$ cat src/rtl/a2d_arb_if.sv
// Handshake bundle between the two A2D requesters, the shared converter and the arbiter.
interface a2d_arb_if #(
    parameter int RES_W = 12
);
    logic             req0_strt;
    logic [2:0]       req0_chnnl;
    logic             req0_cmplt;
    logic [RES_W-1:0] req0_res;
    logic             req1_strt;
    logic [2:0]       req1_chnnl;
    logic             req1_cmplt;
    logic [RES_W-1:0] req1_res;
    logic             a2d_strt_cnv;
    logic [2:0]       a2d_chnnl;
    logic             a2d_cnv_cmplt;
    logic [RES_W-1:0] a2d_res;
    logic             busy;
    logic             req_ovr;
    logic             timeout_err;

    modport slave (
        input  req0_strt, req0_chnnl, req1_strt, req1_chnnl, a2d_cnv_cmplt, a2d_res,
        output req0_cmplt, req0_res, req1_cmplt, req1_res, a2d_strt_cnv, a2d_chnnl,
               busy, req_ovr, timeout_err
    );

    modport master (
        output req0_strt, req0_chnnl, req1_strt, req1_chnnl, a2d_cnv_cmplt, a2d_res,
        input  req0_cmplt, req0_res, req1_cmplt, req1_res, a2d_strt_cnv, a2d_chnnl,
               busy, req_ovr, timeout_err
    );
endinterface

$ cat src/rtl/a2d_arb.sv
// Round-robin arbiter sharing one A2D converter between two requesters, with a
// per-conversion watchdog that returns a zero result instead of hanging the owner.
module a2d_arb #(
    parameter int TIMEOUT_CYC = 1024,
    parameter int RES_W       = 12
) (
    input  logic     clk,
    input  logic     rst_n,
    a2d_arb_if.slave bus
);
    localparam int              WD_W    = $clog2(TIMEOUT_CYC);
    localparam logic [WD_W-1:0] WD_LAST = WD_W'(TIMEOUT_CYC - 1);

    typedef enum logic [1:0] {IDLE, CNV, WAIT} state_t;

    state_t           state;
    logic             pend0;
    logic             pend1;
    logic             owner;
    logic             last_gnt;
    logic [2:0]       ch0;
    logic [2:0]       ch1;
    logic [WD_W-1:0]  wdog;
    logic             own0;
    logic             own1;
    logic             acc0;
    logic             acc1;
    logic             ovr_hit;
    logic             gnt;
    logic             done;
    logic [RES_W-1:0] done_res;

    always_comb begin
        own0     = (state != IDLE) && !owner;
        own1     = (state != IDLE) && owner;
        acc0     = bus.req0_strt && !pend0 && !own0;
        acc1     = bus.req1_strt && !pend1 && !own1;
        ovr_hit  = (bus.req0_strt && !acc0) || (bus.req1_strt && !acc1);
        // On contention the port that did not win last time goes first
        gnt      = (pend0 && pend1) ? !last_gnt : pend1;
        done     = bus.a2d_cnv_cmplt || (wdog == WD_LAST);
        done_res = bus.a2d_cnv_cmplt ? bus.a2d_res : RES_W'(0);
    end

    always_ff @(posedge clk or negedge rst_n) begin
        if (!rst_n) begin
            state            <= IDLE;
            pend0            <= 1'b0;
            pend1            <= 1'b0;
            owner            <= 1'b0;
            last_gnt         <= 1'b1;
            ch0              <= '0;
            ch1              <= '0;
            wdog             <= '0;
            bus.req0_cmplt   <= 1'b0;
            bus.req0_res     <= '0;
            bus.req1_cmplt   <= 1'b0;
            bus.req1_res     <= '0;
            bus.a2d_strt_cnv <= 1'b0;
            bus.a2d_chnnl    <= '0;
            bus.busy         <= 1'b0;
            bus.req_ovr      <= 1'b0;
            bus.timeout_err  <= 1'b0;
        end else begin
            bus.a2d_strt_cnv <= 1'b0;
            bus.req0_cmplt   <= 1'b0;
            bus.req1_cmplt   <= 1'b0;
            if (acc0) begin
                pend0 <= 1'b1;
                ch0   <= bus.req0_chnnl;
            end
            if (acc1) begin
                pend1 <= 1'b1;
                ch1   <= bus.req1_chnnl;
            end
            if (ovr_hit) bus.req_ovr <= 1'b1;

            case (state)
                IDLE: begin
                    if (pend0 || pend1) begin
                        owner    <= gnt;
                        last_gnt <= gnt;
                        if (gnt) begin
                            pend1         <= 1'b0;
                            bus.a2d_chnnl <= ch1;
                        end else begin
                            pend0         <= 1'b0;
                            bus.a2d_chnnl <= ch0;
                        end
                        bus.a2d_strt_cnv <= 1'b1;
                        bus.busy         <= 1'b1;
                        state            <= CNV;
                    end
                end
                CNV: begin
                    wdog  <= '0;
                    state <= WAIT;
                end
                WAIT: begin
                    // A real completion wins over a watchdog expiry in the same cycle
                    if (done) begin
                        if (owner) begin
                            bus.req1_res   <= done_res;
                            bus.req1_cmplt <= 1'b1;
                        end else begin
                            bus.req0_res   <= done_res;
                            bus.req0_cmplt <= 1'b1;
                        end
                        if (!bus.a2d_cnv_cmplt) bus.timeout_err <= 1'b1;
                        bus.busy <= 1'b0;
                        state    <= IDLE;
                    end else begin
                        wdog <= wdog + WD_W'(1);
                    end
                end
                default: state <= IDLE;
            endcase
        end
    end
endmodule

$ cat src/flat_wrapper.sv
// flat-port wrapper written by rule: the top's interface ports become plain ports
module a2d_arb_flat 
#(
    parameter int TIMEOUT_CYC = 1024,
    parameter int RES_W       = 12
)
  (clk, rst_n, bus_req0_strt, bus_req0_chnnl, bus_req1_strt, bus_req1_chnnl, bus_a2d_cnv_cmplt, bus_a2d_res, bus_req0_cmplt, bus_req0_res, bus_req1_cmplt, bus_req1_res, bus_a2d_strt_cnv, bus_a2d_chnnl, bus_busy, bus_req_ovr, bus_timeout_err);
  a2d_arb_if #(.RES_W(RES_W)) bus_i ();
  input  logic clk;
  input  logic rst_n;
  input wire logic [$bits(bus_i.req0_strt)-1:0] bus_req0_strt;
  input wire logic [$bits(bus_i.req0_chnnl)-1:0] bus_req0_chnnl;
  input wire logic [$bits(bus_i.req1_strt)-1:0] bus_req1_strt;
  input wire logic [$bits(bus_i.req1_chnnl)-1:0] bus_req1_chnnl;
  input wire logic [$bits(bus_i.a2d_cnv_cmplt)-1:0] bus_a2d_cnv_cmplt;
  input wire logic [$bits(bus_i.a2d_res)-1:0] bus_a2d_res;
  output wire logic [$bits(bus_i.req0_cmplt)-1:0] bus_req0_cmplt;
  output wire logic [$bits(bus_i.req0_res)-1:0] bus_req0_res;
  output wire logic [$bits(bus_i.req1_cmplt)-1:0] bus_req1_cmplt;
  output wire logic [$bits(bus_i.req1_res)-1:0] bus_req1_res;
  output wire logic [$bits(bus_i.a2d_strt_cnv)-1:0] bus_a2d_strt_cnv;
  output wire logic [$bits(bus_i.a2d_chnnl)-1:0] bus_a2d_chnnl;
  output wire logic [$bits(bus_i.busy)-1:0] bus_busy;
  output wire logic [$bits(bus_i.req_ovr)-1:0] bus_req_ovr;
  output wire logic [$bits(bus_i.timeout_err)-1:0] bus_timeout_err;
  assign bus_i.req0_strt = bus_req0_strt;
  assign bus_i.req0_chnnl = bus_req0_chnnl;
  assign bus_i.req1_strt = bus_req1_strt;
  assign bus_i.req1_chnnl = bus_req1_chnnl;
  assign bus_i.a2d_cnv_cmplt = bus_a2d_cnv_cmplt;
  assign bus_i.a2d_res = bus_a2d_res;
  assign bus_req0_cmplt = bus_i.req0_cmplt;
  assign bus_req0_res = bus_i.req0_res;
  assign bus_req1_cmplt = bus_i.req1_cmplt;
  assign bus_req1_res = bus_i.req1_res;
  assign bus_a2d_strt_cnv = bus_i.a2d_strt_cnv;
  assign bus_a2d_chnnl = bus_i.a2d_chnnl;
  assign bus_busy = bus_i.busy;
  assign bus_req_ovr = bus_i.req_ovr;
  assign bus_timeout_err = bus_i.timeout_err;
  a2d_arb #(.TIMEOUT_CYC(TIMEOUT_CYC), .RES_W(RES_W)) u_core (.clk(clk), .rst_n(rst_n), .bus(bus_i));
endmodule
$ cat config.mk
export PLATFORM = sky130hd
export DESIGN_NAME = a2d_arb_flat
export DESIGN_NICKNAME = d
export VERILOG_FILES = /design/src/rtl/a2d_arb_if.sv /design/src/rtl/a2d_arb.sv /design/src/flat_wrapper.sv
export SDC_FILE = /design/constraint.sdc
export NUM_CORES = 1
export LEC_CHECK = 0
export ABC_AREA = 0
export BUFFER_PORTS_ARGS = -buffer_cell sky130_fd_sc_hd__buf_4
export CAP_MARGIN = 20
export CORE_MARGIN = 2
export CORE_UTILIZATION = 55
export DETAILED_ROUTE_END_ITERATION = 10
export MAX_ROUTING_LAYER = met4
export PLACE_DENSITY = 0.87
export SETUP_SLACK_MARGIN = 0.4
export SLEW_MARGIN = 30
export SYNTH_ARGS = -nofsm -noshare
export SYNTH_HDL_FRONTEND = slang
export SYNTH_SLANG_ARGS = --single-unit
$ cat constraint.sdc
create_clock -name clk -period 5.64 [get_ports clk]
set_clock_uncertainty 0.1 [all_clocks]
set_input_delay 0.564 -clock clk [delete_from_list [all_inputs] [get_ports clk]]
set_output_delay 0.564 -clock clk [all_outputs]
set_load 0.01 [all_outputs]
==> impl_metrics.ini <==
[layout]
drive_gt1_share_pct = 32.2
syn_to_final_growth_pct = 23.3
fill_cells = 303
post-route-util_pct = 70.6
antenna_cells = 0
instances_no_fill = 289
final_nets = 262

[power]
ir_drop_mv = 0.256
p_leak_uw = 0.00132
powerDensity_nw_per_um2 = 509
fin_total_pwr_uw = 1450

[placement]
port_buffers = 55
dp_hpwl_mm = 3.58
place.gp.congestion = 0.846
post-place-ws_ns = 3.50
dp_cells = 281

[synthesis]
synth.distinct_cells = 41
yosysTopAreaCell = dfrtp_1
synth_common_cells = dfrtp_1 (54), a22o_1 (25), a21oi_1 (7), inv_1 (7), nand2_1 (7)
synth_most_common_cell = dfrtp_1
ys_seq_area_share_pct = 59.7
synth.area.top_cells = dfrtp_1 (59%), a22o_1 (9.5%), mux2_2 (2.9%)
synth.cell_area_sq_um = 2310
synth_nets = 206
avgSynthCellArea_sq_um = 12.7
synth_top_area_share_pct = 58.6
synth_edf_count = 0
synth-async-reset-ratio_pct = 100
yosys_warnings = 0
synth_seq_cells = 55
synthFlopType = dfrtp_1
netlist_instances = 182

[cts]
clock_path_buffers = 2
clock_sinks = 55
cts_tree = done
root_buffer = clkbuf_8
clk_pin_slew_worst_paths_ns = 0.10
worstSkewPairLatency_ns = 0.31
cts_max_level = 2
cts-buffers-inserted = 5
cts_setup_buffers = 0
cts_hold_buf = 0
ctsResizeCount = 0

[global_routing]
grt_overflow = 0
antenna_found_initial = 0
grt_max_degree = 56
grt_pass1_vias = 1579
track_usage_pct = 22.1
grt_pass1_wl_mm = 7.44

[sta]
finalWorstSetupSlack_ns = 3.49
period_minus_slack_ns = 2.15
maxSlewHeadroom_pct = 44.8
drv_slew = 0
fmax_mhz = 466
hold_viol = 0
fin_setup_tns_ns = 0
rsz0062_at_grt = false
worst_pin_slew_ns = 0.824
setup_viol = 0
min_period_over_period_pct = 38.0

[drt]
drt-total-wl_mm = 4.90
first_pass_iters = 4
drt-vias-per-instance = 5.90
wl_per_cell_microns = 16.9
ant_nets = 0
via_count = 1705
drc = 0
first_iter_violations = 119

[critical_path]
slowest_delay_ns = 0.57
crit_fanout = 13
cpMaxStageDelayCell = o31ai_4
path_cells = ha_1 -> nand3_4 -> o31ai_4 -> nand3_4 -> a22o_1
end_kind = flop
worst_path_dominant_cell_family = compound AO/OA/AOI/OAI gates
cpMostUsedCell = nand3_4
cp.arrival_ns = 2.24
crit_buf_inv = 0
start_kind = flop
crit_required_ns = 5.74
criticalPathCategory = reg2reg

[die]
start_util_pct = 57.2
chipHeight_microns = 68.8
num_rows = 23
ios = 56
fp.coreArea_sq_um = 4030
die_x_microns = 68.8
fp.dieArea_sq_um = 4730

[job]
maxCapViolCount = 0

[run_status]
status = finished clean

[hold_path]
hold_class = in2async
layout by cell type, fill, tap and decap left out, types with 4 or more instances in the layout:
| cell | n |
|---|---|
| mux2_2 | 6 |
| nand2_1 | 7 |
| buf_4 | 56 |
| inv_1 | 7 |
| o21ai_0 | 6 |
| dfrtp_1 | 54 |
| a21oi_1 | 7 |
| nand3_1 | 5 |
| clkbuf_8 | 5 |
| nand2b_1 | 4 |
| a22o_1 | 25 |
| mux2i_1 | 5 |
| nor2_1 | 5 |
worst paths after layout:
path | from | end | slack, ns | cells past startpoint
max reg2reg | u_core.wdog[0]$_DFFE_PN0P_ | u_core.bus.req1_res[0]$_DFFE_PN0P_ | 3.49 | 5
min reg2reg | u_core.bus.busy$_DFFE_PN0P_ | u_core.bus.busy$_DFFE_PN0P_ | 0.39 | 1
min | rst_n | u_core.ch1[2]$_DFFE_PN0P_ | 0.18 | 1
min in group clk | bus_a2d_cnv_cmplt | u_core.bus.timeout_err$_DFFE_PN0P_ | 0.35 | 2
max | u_core.wdog[0]$_DFFE_PN0P_ | u_core.bus.req1_res[0]$_DFFE_PN0P_ | 3.49 | 5
max in group asynchronous | rst_n | u_core.wdog[7]$_DFFE_PN0P_ | 4.80 | 1
cell families after synthesis:
logic type               Yosys count  share of synthesized area, %
XOR/XNOR                           2                         0.760
multiplexers                      11                          5.10
AO/OA/AOI/OAI                     57                          19.6
adder cells (fa/ha/maj)            1                         0.543
AND/OR/NAND/NOR                   42                          11.3
buffers and inverters             14                          2.93
flip-flops                        55                          59.7
stage by stage:
| step | cell area [sq um] | hold WS, ns |
|---|---|---|
| finish | 2840 | 0.182 |
| global route | 2840 | 0.228 |
| CTS | 2840 | 0.202 |
| detailed placement | 2750 | 0.369 |
| global placement | 2750 | 0.364 |
| floorplan | 2310 | 0.168 |
routing by layer:
metal / global-route usage [%] / up-vias / share of wire [%]
met2: 34.5 / 45 / 49
met4: 6.13 / 0 / 1.9
met3: 5.03 / 11 / 4.2
met1: 29.2 / 854 / 45
met5: - / - / 0
li1: - / 795 / -
power by group:
group / total [uW] / leakage [uW] / switching, uW / internal, uW
Sequential: 664 / 0.000680 / 114 / 550
Clock: 217 / 0.0000454 / 127 / 89.4
Combinational: 565 / 0.000594 / 269 / 295
Total: 1450 / 0.00132 / 511 / 935
area by class of cell:
type	instances	area, sq um	share of cell area (%)
Clock inverter	2	17.5	0.616
Sequential cell	55	1380	48.5
Timing Repair Buffer	56	420	14.8
Tap cell	50	62.6	2.20
Clock buffer	6	72.6	2.55
Inverter	7	26.3	0.924
Multi-Input combinational cell	113	866	30.5
flip-flops by register name, summed over array words and instances (netlist names), 2 cells and up:
register,flops
u_core.state,2
u_core.ch0,3
u_core.ch1,3
u_core.bus.a2d_chnnl,3
u_core.bus.req1_res,12
u_core.wdog,10
u_core.bus.req0_res,12
Power figures use the tool's default switching activity.
